[src/rtl/id_stage.sv]
`default_nettype none
// ============================================================================
//  Module      : id_stage
//  Description : Instruction-decode stage of the 16-bit pipelined processor.
//                Holds the IF/ID register, decodes the held instruction,
//                drives register-file read addresses, detects load-use
//                hazards (one-cycle stall plus bubble) and honours branch
//                flushes from EX. Loads the ID/EX pipeline register.
//                Optional feature macro: HALT_DECODE_EN (sticky HALT on op 15).
//  Revision    : 1.0 - initial release
// ============================================================================
module id_stage #(
    parameter int DSIZE = 16,
    parameter int ASIZE = 4
) (
    input  logic             clk,
    input  logic             rst,
    input  logic             if_valid,
    input  logic [DSIZE-1:0] if_instr,
    input  logic [DSIZE-1:0] if_pc,
    output logic             if_ready,
    input  logic             flush,
    output logic [ASIZE-1:0] raddr1,
    output logic [ASIZE-1:0] raddr2,
    input  logic [DSIZE-1:0] rdata1,
    input  logic [DSIZE-1:0] rdata2,
    output logic             ex_valid,
    output logic [DSIZE-1:0] ex_pc,
    output logic [3:0]       ex_aluop,
    output logic [DSIZE-1:0] ex_op1,
    output logic [DSIZE-1:0] ex_op2,
    output logic [DSIZE-1:0] ex_sdata,
    output logic [ASIZE-1:0] ex_waddr,
    output logic             ex_wen,
    output logic             ex_memread,
    output logic             ex_memwrite,
    output logic             halted
);

    // ------------------------------------------------------------------
    // Opcode encodings (instr[15:12])
    // ------------------------------------------------------------------
    localparam logic [3:0] c_OP_OR   = 4'd3;   // 0..3 : register ALU ops
    localparam logic [3:0] c_OP_SHLO = 4'd4;   // 4..7 : shifts with imm4
    localparam logic [3:0] c_OP_SHHI = 4'd7;
    localparam logic [3:0] c_OP_LW   = 4'd8;
    localparam logic [3:0] c_OP_SW   = 4'd9;
    localparam logic [3:0] c_OP_LHB  = 4'd10;
    localparam logic [3:0] c_OP_LLB  = 4'd11;
`ifdef HALT_DECODE_EN
    localparam logic [3:0] c_OP_HALT = 4'd15;
`endif

    // ------------------------------------------------------------------
    // IF/ID register
    // ------------------------------------------------------------------
    logic             id_valid_q, id_valid_d;
    logic [DSIZE-1:0] id_instr_q, id_instr_d;
    logic [DSIZE-1:0] id_pc_q,    id_pc_d;

    // ------------------------------------------------------------------
    // ID/EX register
    // ------------------------------------------------------------------
    logic             ex_valid_q,    ex_valid_d;
    logic [DSIZE-1:0] ex_pc_q,       ex_pc_d;
    logic [3:0]       ex_aluop_q,    ex_aluop_d;
    logic [DSIZE-1:0] ex_op1_q,      ex_op1_d;
    logic [DSIZE-1:0] ex_op2_q,      ex_op2_d;
    logic [DSIZE-1:0] ex_sdata_q,    ex_sdata_d;
    logic [ASIZE-1:0] ex_waddr_q,    ex_waddr_d;
    logic             ex_wen_q,      ex_wen_d;
    logic             ex_memread_q,  ex_memread_d;
    logic             ex_memwrite_q, ex_memwrite_d;

    // ------------------------------------------------------------------
    // Decode results for the instruction held in IF/ID
    // ------------------------------------------------------------------
    logic [3:0]       w_op;
    logic [ASIZE-1:0] w_rd, w_rs, w_rt;
    logic [DSIZE-1:0] w_imm4_sext, w_imm4_zext, w_imm8_sext, w_imm8_zext;

    logic [ASIZE-1:0] dec_raddr1, dec_raddr2;
    logic             dec_use1, dec_use2;
    logic [3:0]       dec_aluop;
    logic [DSIZE-1:0] dec_op1, dec_op2, dec_sdata;
    logic [ASIZE-1:0] dec_waddr;
    logic             dec_wen, dec_memread, dec_memwrite;
`ifdef HALT_DECODE_EN
    logic             dec_halt;
`endif

    logic             w_stall;
    logic             w_halted;       // stage is frozen by a decoded HALT
    logic             w_issue_block;  // suppress issue of the held instruction

    // Field extraction: op=[15:12], rd=[11:8], rs=[7:4], rt=[3:0]
    assign w_op = id_instr_q[15:12];
    assign w_rd = id_instr_q[11:8];
    assign w_rs = id_instr_q[7:4];
    assign w_rt = id_instr_q[3:0];

    assign w_imm4_sext = {{(DSIZE-4){id_instr_q[3]}}, id_instr_q[3:0]};
    assign w_imm4_zext = {{(DSIZE-4){1'b0}},          id_instr_q[3:0]};
    assign w_imm8_sext = {{(DSIZE-8){id_instr_q[7]}}, id_instr_q[7:0]};
    assign w_imm8_zext = {{(DSIZE-8){1'b0}},          id_instr_q[7:0]};

    // Decode the held instruction into read addresses, operands and controls.
    // Anything not listed (reserved ops) falls through as an all-zero bubble.
    always_comb begin
        dec_raddr1   = '0;
        dec_raddr2   = '0;
        dec_use1     = 1'b0;
        dec_use2     = 1'b0;
        dec_aluop    = 4'd0;
        dec_op1      = '0;
        dec_op2      = '0;
        dec_sdata    = '0;
        dec_waddr    = '0;
        dec_wen      = 1'b0;
        dec_memread  = 1'b0;
        dec_memwrite = 1'b0;
`ifdef HALT_DECODE_EN
        dec_halt     = 1'b0;
`endif
        if (w_op <= c_OP_OR) begin
            // ADD/SUB/AND/OR: rd = rs op rt
            dec_raddr1 = w_rs;
            dec_raddr2 = w_rt;
            dec_use1   = 1'b1;
            dec_use2   = 1'b1;
            dec_aluop  = w_op;
            dec_op1    = rdata1;
            dec_op2    = rdata2;
            dec_wen    = 1'b1;
            dec_waddr  = w_rd;
        end else if (w_op >= c_OP_SHLO && w_op <= c_OP_SHHI) begin
            // Shifts: rd = rs shifted by unsigned imm4
            dec_raddr1 = w_rs;
            dec_use1   = 1'b1;
            dec_aluop  = w_op;
            dec_op1    = rdata1;
            dec_op2    = w_imm4_zext;
            dec_wen    = 1'b1;
            dec_waddr  = w_rd;
        end else if (w_op == c_OP_LW) begin
            // LW: address = rs + signed imm4
            dec_raddr1  = w_rs;
            dec_use1    = 1'b1;
            dec_aluop   = w_op;
            dec_op1     = rdata1;
            dec_op2     = w_imm4_sext;
            dec_memread = 1'b1;
            dec_wen     = 1'b1;
            dec_waddr   = w_rd;
        end else if (w_op == c_OP_SW) begin
            // SW: address = rs + signed imm4, data comes from rd
            dec_raddr1   = w_rs;
            dec_raddr2   = w_rd;
            dec_use1     = 1'b1;
            dec_use2     = 1'b1;
            dec_aluop    = w_op;
            dec_op1      = rdata1;
            dec_op2      = w_imm4_sext;
            dec_sdata    = rdata2;
            dec_memwrite = 1'b1;
        end else if (w_op == c_OP_LHB) begin
            // LHB: rd is both source and destination
            dec_raddr1 = w_rd;
            dec_use1   = 1'b1;
            dec_aluop  = w_op;
            dec_op1    = rdata1;
            dec_op2    = w_imm8_zext;
            dec_wen    = 1'b1;
            dec_waddr  = w_rd;
        end else if (w_op == c_OP_LLB) begin
            // LLB: no register sources, so it can never load-use stall
            dec_aluop = w_op;
            dec_op2   = w_imm8_sext;
            dec_wen   = 1'b1;
            dec_waddr = w_rd;
        end
`ifdef HALT_DECODE_EN
        else if (w_op == c_OP_HALT) begin
            dec_halt = 1'b1;
        end
`endif
    end

    assign raddr1 = dec_raddr1;
    assign raddr2 = dec_raddr2;

    // Load-use hazard: the instruction in EX is a load whose destination is
    // a source actually consumed by the instruction in ID.
    assign w_stall = id_valid_q & ex_valid_q & ex_memread_q &
                     ((dec_use1 & (dec_raddr1 == ex_waddr_q)) |
                      (dec_use2 & (dec_raddr2 == ex_waddr_q)));

`ifdef HALT_DECODE_EN
    logic halted_q, halted_d;

    // HALT becomes sticky only when it would otherwise have issued normally
    always_comb begin
        halted_d = halted_q;
        if (!flush && !w_stall && id_valid_q && dec_halt) begin
            halted_d = 1'b1;
        end
    end

    // Sticky halt flag; only reset clears it
    always_ff @(posedge clk) begin
        if (rst) begin
            halted_q <= 1'b0;
        end else begin
            halted_q <= halted_d;
        end
    end

    assign w_halted      = halted_q;
    assign w_issue_block = halted_q | dec_halt;
`else
    assign w_halted      = 1'b0;
    assign w_issue_block = 1'b0;
`endif

    assign halted   = w_halted;
    assign if_ready = ~w_stall & ~w_halted;

    // IF/ID next state: flush empties the slot, otherwise load when accepted
    always_comb begin
        id_valid_d = id_valid_q;
        id_instr_d = id_instr_q;
        id_pc_d    = id_pc_q;
        if (flush) begin
            id_valid_d = 1'b0;
            id_instr_d = '0;
            id_pc_d    = '0;
        end else if (if_ready) begin
            id_valid_d = if_valid;
            id_instr_d = if_instr;
            id_pc_d    = if_pc;
        end
    end

    // ID/EX next state: bubble by default, decoded values on a normal issue
    always_comb begin
        ex_valid_d    = 1'b0;
        ex_pc_d       = '0;
        ex_aluop_d    = 4'd0;
        ex_op1_d      = '0;
        ex_op2_d      = '0;
        ex_sdata_d    = '0;
        ex_waddr_d    = '0;
        ex_wen_d      = 1'b0;
        ex_memread_d  = 1'b0;
        ex_memwrite_d = 1'b0;
        if (!flush && !w_stall && id_valid_q && !w_issue_block) begin
            ex_valid_d    = 1'b1;
            ex_pc_d       = id_pc_q;
            ex_aluop_d    = dec_aluop;
            ex_op1_d      = dec_op1;
            ex_op2_d      = dec_op2;
            ex_sdata_d    = dec_sdata;
            ex_waddr_d    = dec_waddr;
            ex_wen_d      = dec_wen;
            ex_memread_d  = dec_memread;
            ex_memwrite_d = dec_memwrite;
        end
    end

    // Pipeline registers with synchronous reset
    always_ff @(posedge clk) begin
        if (rst) begin
            id_valid_q    <= 1'b0;
            id_instr_q    <= '0;
            id_pc_q       <= '0;
            ex_valid_q    <= 1'b0;
            ex_pc_q       <= '0;
            ex_aluop_q    <= 4'd0;
            ex_op1_q      <= '0;
            ex_op2_q      <= '0;
            ex_sdata_q    <= '0;
            ex_waddr_q    <= '0;
            ex_wen_q      <= 1'b0;
            ex_memread_q  <= 1'b0;
            ex_memwrite_q <= 1'b0;
        end else begin
            id_valid_q    <= id_valid_d;
            id_instr_q    <= id_instr_d;
            id_pc_q       <= id_pc_d;
            ex_valid_q    <= ex_valid_d;
            ex_pc_q       <= ex_pc_d;
            ex_aluop_q    <= ex_aluop_d;
            ex_op1_q      <= ex_op1_d;
            ex_op2_q      <= ex_op2_d;
            ex_sdata_q    <= ex_sdata_d;
            ex_waddr_q    <= ex_waddr_d;
            ex_wen_q      <= ex_wen_d;
            ex_memread_q  <= ex_memread_d;
            ex_memwrite_q <= ex_memwrite_d;
        end
    end

    assign ex_valid    = ex_valid_q;
    assign ex_pc       = ex_pc_q;
    assign ex_aluop    = ex_aluop_q;
    assign ex_op1      = ex_op1_q;
    assign ex_op2      = ex_op2_q;
    assign ex_sdata    = ex_sdata_q;
    assign ex_waddr    = ex_waddr_q;
    assign ex_wen      = ex_wen_q;
    assign ex_memread  = ex_memread_q;
    assign ex_memwrite = ex_memwrite_q;

endmodule
`default_nettype wire

[config.mk]
export PLATFORM = sky130hd
export DESIGN_NAME = id_stage
export DESIGN_NICKNAME = d
export VERILOG_FILES = /design/src/rtl/id_stage.sv
export SDC_FILE = /design/constraint.sdc
export NUM_CORES = 1
export LEC_CHECK = 0
export BUFFER_PORTS_ARGS = -buffer_cell sky130_fd_sc_hd__buf_2
export CORE_MARGIN = 5
export CORE_UTILIZATION = 50
export DETAILED_ROUTE_END_ITERATION = 8
export GPL_ROUTABILITY_DRIVEN = 0
export HOLD_SLACK_MARGIN = 0.08
export PLACE_DENSITY = 0.8
export SYNTH_ARGS = -nofsm -noshare
export SYNTH_HDL_FRONTEND = slang
export SYNTH_SLANG_ARGS = --single-unit
[constraint.sdc]
create_clock -name clk -period 2.6 [get_ports clk]
set_clock_uncertainty 0.15 [all_clocks]
set_input_delay 0.26 -clock clk [delete_from_list [all_inputs] [get_ports clk]]
set_output_delay 0.26 -clock clk [all_outputs]
set_load 0.02 [all_outputs]
==> results of run 1 <==
==> registers in the layout, indices dropped and copies added (netlist names), 4 cells and up <==
register / flops
ex_sdata: 16
id_instr_q: 16
id_pc_q: 16
ex_waddr: 4
ex_aluop: 4
ex_op1: 16
ex_op2: 16
ex_pc: 16
==> power breakdown <==
group,switching (mW),internal (mW)
combinational,0.302,0.226
clock,0.578,0.382
sequential,0.0391,1.72
==> kinds of logic after synthesis <==
family	Yosys count	share of synthesized area
AO/OA/AOI/OAI	104	0.1796
XOR/XNOR	7	0.01358
buffers and inverters	59	0.06291
flip-flops	109	0.4834
multiplexers	1	0.002217
other	1	0.0008307
AND/OR/NAND/NOR	227	0.2575
==> placed cells by master, fill, tap and decap left out, types with 5 or more instances in the layout <==
| cell | instances |
|---|---|
| nand2_1 | 72 |
| buf_4 | 18 |
| nor3_1 | 12 |
| o311ai_0 | 31 |
| nand3_1 | 22 |
| a21oi_1 | 12 |
| clkbuf_8 | 10 |
| a2bb2oi_1 | 31 |
| nor2_1 | 30 |
| dfxtp_1 | 105 |
| o21ai_0 | 5 |
| and3_1 | 66 |
| dlygate4sd3_1 | 61 |
| buf_2 | 151 |
| a31oi_1 | 5 |
| nor2b_1 | 7 |
==> worst paths after layout <==
check | from | to | slack (ns) | depth (start not counted)
min | if_instr[12] | id_instr_q[12] | 0.09 | 3
min reg2reg | id_pc_q[7] | ex_pc[7] | 0.33 | 1
max | id_instr_q[13] | if_ready | 0.005 | 7
max reg2reg | id_instr_q[13] | ex_aluop[2] | 0.06 | 9
==> cells in the mapped netlist, types with 2 or more instances <==
cell / instances / area [sq um]
dfxtp_1: 109 / 2182
nand2_1: 72 / 270.3
and3_1: 68 / 425.4
clkbuf_1: 34 / 127.6
a2bb2oi_1: 31 / 271.5
nor2_1: 31 / 116.4
o311ai_0: 31 / 271.5
nand3_1: 22 / 110.1
a21oi_1: 13 / 65.06
nor3_1: 12 / 60.06
buf_2: 9 / 45.04
nor2b_1: 7 / 43.79
a31oi_1: 5 / 31.28
buf_6: 5 / 56.30
o21ai_0: 5 / 25.02
a22o_1: 4 / 35.03
a22oi_1: 4 / 30.03
nor4_2: 4 / 50.05
xor2_1: 4 / 35.03
buf_4: 3 / 22.52
inv_1: 3 / 11.26
xnor2_1: 3 / 26.28
and2_1: 2 / 12.51
buf_1: 2 / 7.510
clkbuf_2: 2 / 10.01
nor4_1: 2 / 12.51
o21a_1: 2 / 15.01
o31ai_1: 2 / 15.01
==> worst max-delay path, delay by kind of cell, from the launching register on <==
family | cells | cell delay [ns]
AO/OA/AOI/OAI | 2 | 0.50
buffers and inverters | 2 | 0.23
flip-flops | 1 | 0.37
multiplexers | 1 | 0.18
AND/OR/NAND/NOR | 2 | 0.54
==> final cells by class <==
cell class              count  area share
clock buffers              10     0.02225
inverters                   4    0.002832
repair buffers            234      0.2515
multi-input cells         340      0.3409
flip-flops and latches    109      0.3536
well taps                 108     0.02185
clock inverters             5    0.007081
==> repair_timing <==
action	CTS	global route
pin swaps	2	4
endpoints found under the setup margin	1	1
resized for setup	5	12
buffers inserted	2	2
hold buffers	61	0
endpoints found under the hold margin	71	0
==> per-stage QoR <==
stage,power (mW),hold WS [ns],instances
2_1_floorplan,2.071,0.2338,508
3_3_place_gp,2.206,0.3014,730
3_5_place_dp,2.219,0.3048,730
4_1_cts,3.238,0.08436,808
5_1_grt,3.385,0.1011,810
6_report,3.243,0.09145,810
==> metal layers <==
metal,part of all wire,global-route usage,vias to the layer above
met5,0,0,-
met4,0.024,0.08311,0
met3,0.073,0.04871,28
met2,0.47,0.3925,203
met1,0.43,0.3125,2149
li1,-,-,2208
==> impl_metrics.env, run 1 <==
export IMPL_num_vias=4588
export IMPL_crit_path_end_kind="output port"
export IMPL_root_buffer="clkbuf_8"
export IMPL_cts_clk_slew_worst_paths_ns=0.09
export IMPL_io_pins=154
export IMPL_p_leak_nw=3.051
export IMPL_drt_pass1_iterations=4
export IMPL_required_ns=2.19
export IMPL_status="complete, no violations"
export IMPL_antenna_found_initial=0
export IMPL_grt_usage=0.2390
export IMPL_initial_core_util=0.5151
export IMPL_synthArstFlopShare=0
export IMPL_grt_max_degree=65
export IMPL_syn_area_sq_mm=0.004514
export IMPL_slew_headroom=0.4779
export IMPL_cp_max_fo=6
export IMPL_yosysSeqAreaShare=0.4834
export IMPL_nets=766
export IMPL_clkLatencyLatePin_ns=0.36
export IMPL_setup_tns_ns=0
export IMPL_placed_cell_area_sq_mm=0.005300
export IMPL_syn2layout_area_growth_pct=37.00
export IMPL_rsz0062_at_grt="yes"
export IMPL_drc=0
export IMPL_synth_nets=576
export IMPL_slew_violations=0
export IMPL_io_buffers=152
export IMPL_utilization=0.7057
export IMPL_worst_slack_ns=0.004930
export IMPL_ir_worst_vdd_mv=0.3660
export IMPL_diodes=0
export IMPL_hold_path_class="in -> reg"
export IMPL_drt_iter0_drc=263
export IMPL_hold_viol_final=0
export IMPL_timing_fmax_mhz=385.3
export IMPL_grt_pass1_wl_mm=21.98
export IMPL_drt_wl_total_mm=13.69
export IMPL_die_area_sq_mm=0.01103
export IMPL_ys_flop_type="dfxtp_1"
export IMPL_layout_drive_gt1_share=0.2963
export IMPL_grt_pass1_vias=4345
export IMPL_dpl_worst_slack_ns=0.1700
export IMPL_syn_avg_cell_area_sq_um=8.886
export IMPL_core_area_sq_mm=0.008763
export IMPL_fin_crit_sh=0.9981
export IMPL_worst_pin_slew_ns=0.7803
export IMPL_crit_arrival_ns=2.19
export IMPL_n_fill_cell=674
export IMPL_ys_ff_latch=109
export IMPL_dieHeight_microns=105.0
export IMPL_synth_enable_flop_cells=0
export IMPL_slowest_stage="dfxtp_2"
export IMPL_synth_warnings=0
export IMPL_finalSetupViolCount=0
export IMPL_fin_area_sq_mm=0.006185
export IMPL_ant_nets=0
export IMPL_start_kind="register"
export IMPL_multi_input_area_sq_mm=0.002108
export IMPL_synth_cell_types=45
export IMPL_max_cap_viol_count=0
export IMPL_seqCellArea_sq_mm=0.002187
export IMPL_critPathKind="reg -> out"
export IMPL_clk_path_buf_depth=2
export IMPL_hpwl_mm=8.441
export IMPL_avgRoutedWirePerCell_microns=16.90
export IMPL_overflow=0
export IMPL_powerDensity_mw_per_mm2=524.4
export IMPL_max_stage_delay_ns=0.37
export IMPL_syn_inst=508
export IMPL_numClockSinks=109
export IMPL_viasPerCell=5.664
export IMPL_period_minus_slack_ns=2.595
export IMPL_rows=34
export IMPL_crit_chain="and4bb_4 > a22o_1 > mux2i_2 > nor4_4 > o21a_1 > inv_4 > buf_4"
export IMPL_cts_tree="done"
export IMPL_htree_num_levels=3
export IMPL_dieWidth_microns=105.0
export IMPL_cts_made_buffers=9
(Power assumes the default switching activity.)
==> inputs of run 2 (changes only) <==
--- a/config.mk
+++ b/config.mk
@@ -11,7 +11,7 @@
 export DETAILED_ROUTE_END_ITERATION = 8
 export GPL_ROUTABILITY_DRIVEN = 0
 export HOLD_SLACK_MARGIN = 0.08
-export PLACE_DENSITY = 0.8
+export PLACE_DENSITY = 0.86
 export SYNTH_ARGS = -nofsm -noshare
 export SYNTH_HDL_FRONTEND = slang
 export SYNTH_SLANG_ARGS = --single-unit
==> run 2 against run 1 <==
Effect of this change:
- die area stayed put
- hold slack barely moved
- critical endpoint unchanged
- maximum frequency increased by 2.6%
- sequential cell count unchanged
- final cell count fell by 0.49%
- routed wire length up 1.8%
- critical path depth increased by 1
- setup slack improved by 0.066 ns
==> impl_metrics.env, run 2 (same netlist as run 1, synthesis figures left out) <==
export IMPL_initial_core_util=0.5151
export IMPL_die_area_sq_mm=0.01103
export IMPL_finalSetupViolCount=0
export IMPL_setup_tns_ns=0
export IMPL_clk_path_buf_depth=2
export IMPL_utilization=0.7003
export IMPL_final_cells=806
export IMPL_period_minus_slack_ns=2.529
export IMPL_powerDensity_mw_per_mm2=525.1
export IMPL_viasPerCell=5.674
export IMPL_critical_path_startpoint="id_instr_q[14]"
export IMPL_crit_path_end_kind="output port"
export IMPL_fin_area_sq_mm=0.006137
export IMPL_fin_crit_sh=0.9727
export IMPL_cts_made_buffers=9
export IMPL_htree_num_levels=3
export IMPL_required_ns=2.19
export IMPL_timing_fmax_mhz=395.4
export IMPL_antenna_found_initial=0
export IMPL_placed_cell_area_sq_mm=0.005265
export IMPL_cts_clk_slew_worst_paths_ns=0.10
export IMPL_slew_violations=0
export IMPL_drt_pass1_iterations=5
export IMPL_dieWidth_microns=105.0
export IMPL_grt_pass1_vias=4389
export IMPL_status="complete, no violations"
export IMPL_drc=0
export IMPL_cp_max_fo=9
export IMPL_dp_cells=727
export IMPL_crit_arrival_ns=2.12
export IMPL_final_cell_mix="buf_2, dfxtp_1, nand2_1, and3_1, dlygate4sd3_1"
export IMPL_numClockSinks=109
export IMPL_dpl_worst_slack_ns=0.06177
export IMPL_io_pins=154
export IMPL_worst_slack_ns=0.07101
export IMPL_crit_end="if_ready"
export IMPL_max_cap_viol_count=0
export IMPL_grt_max_degree=67
export IMPL_regToRegEndpoint="ex_aluop[2]"
export IMPL_hold_path_class="in -> reg"
export IMPL_root_buffer="clkbuf_8"
export IMPL_worst_pin_slew_ns=0.7535
export IMPL_final_common_cell="buf_2"
export IMPL_dieHeight_microns=105.0
export IMPL_diodes=0
export IMPL_hold_viol_final=0
export IMPL_slew_headroom=0.4958
export IMPL_ir_worst_vdd_mv=0.2559
export IMPL_layout_drive_gt1_share=0.2966
export IMPL_overflow=0
export IMPL_timing_rr_start="id_instr_q[14]"
export IMPL_critPathKind="reg -> out"
export IMPL_reg2reg_slack_ns=0.10
export IMPL_io_buffers=152
export IMPL_num_vias=4573
export IMPL_avgRoutedWirePerCell_microns=17.29
export IMPL_n_fill_cell=631
export IMPL_grt_pass1_wl_mm=22.29
export IMPL_clkLatencyLatePin_ns=0.36
export IMPL_p_leak_nw=3.021
export IMPL_hpwl_mm=8.200
export IMPL_worst_r2r_path_depth=9
export IMPL_grt_usage=0.2435
export IMPL_ant_nets=0
export IMPL_start_kind="register"
export IMPL_cts_tree="done"
export IMPL_nets=761
export IMPL_core_area_sq_mm=0.008763
export IMPL_drt_wl_total_mm=13.94
export IMPL_syn2layout_area_growth_pct=35.95
export IMPL_rows=34
export IMPL_drt_iter0_drc=278
export IMPL_holdPathStages=3
run 2: metal layers:
metal | part of all wire | track usage
met3 | 0.082 | 0.05549
met2 | 0.48 | 0.4011
met4 | 0.018 | 0.07489
met1 | 0.42 | 0.3177
met5 | 0 | 0
run 2: worst min-delay path by stage:
| stage | startpoint | endpoint |
|---|---|---|
| finish | if_instr[0] | id_instr_q[0] |
| detailed placement | id_pc_q[7] | ex_pc[7] |
| global placement | id_pc_q[3] | ex_pc[3] |
| CTS | if_pc[0] | id_pc_q[0] |
| floorplan | if_valid | id_valid_q |
| global route | if_instr[0] | id_instr_q[0] |
run 2: final cells by class:
cell class	instances	area, sq um	area share
Clock buffer	11	141.4	0.02304
Timing Repair Buffer	228	1486	0.2422
Timing Repair inverter	1	3.754	0.0006116
Tap cell	108	135.1	0.02202
Multi-Input combinational cell	340	2115	0.3445
Inverter	4	20.02	0.003262
Clock inverter	5	43.79	0.007136
Sequential cell	109	2192	0.3572
run 2: what timing repair did:
item	CTS	global route
hold buffers	58	0
resized for setup	9	12
endpoints found under the setup margin	1	58
endpoints found under the hold margin	69	0
pin swaps	1	5
buffers inserted	2	2
cloned	1	0
run 2: metrics by stage:
stage / power [mW] / hold WS (ns)
finish: 3.223 / 0.09152
global route: 3.370 / 0.08504
CTS: 3.214 / 0.08241
detailed placement: 2.205 / 0.3124
global placement: 2.191 / 0.3052
floorplan: 2.071 / 0.2338
run 2: where the power goes:
part	internal [mW]	total [mW]	switching (mW)	leakage [nW]
Combinational	0.212	0.510	0.298	2.05
Sequential	1.72	1.76	0.0406	0.887
Clock	0.387	0.955	0.568	0.0881
run 2: critical path, cell delays in order (launching register included):
cell and delay, ns:
dfxtp_4 0.37, buf_4 0.16, or3b_1 0.38, o2111ai_1 0.11
o31ai_1 0.12, and3_2 0.22, o21a_2 0.23, inv_6 0.07
buf_6 0.11
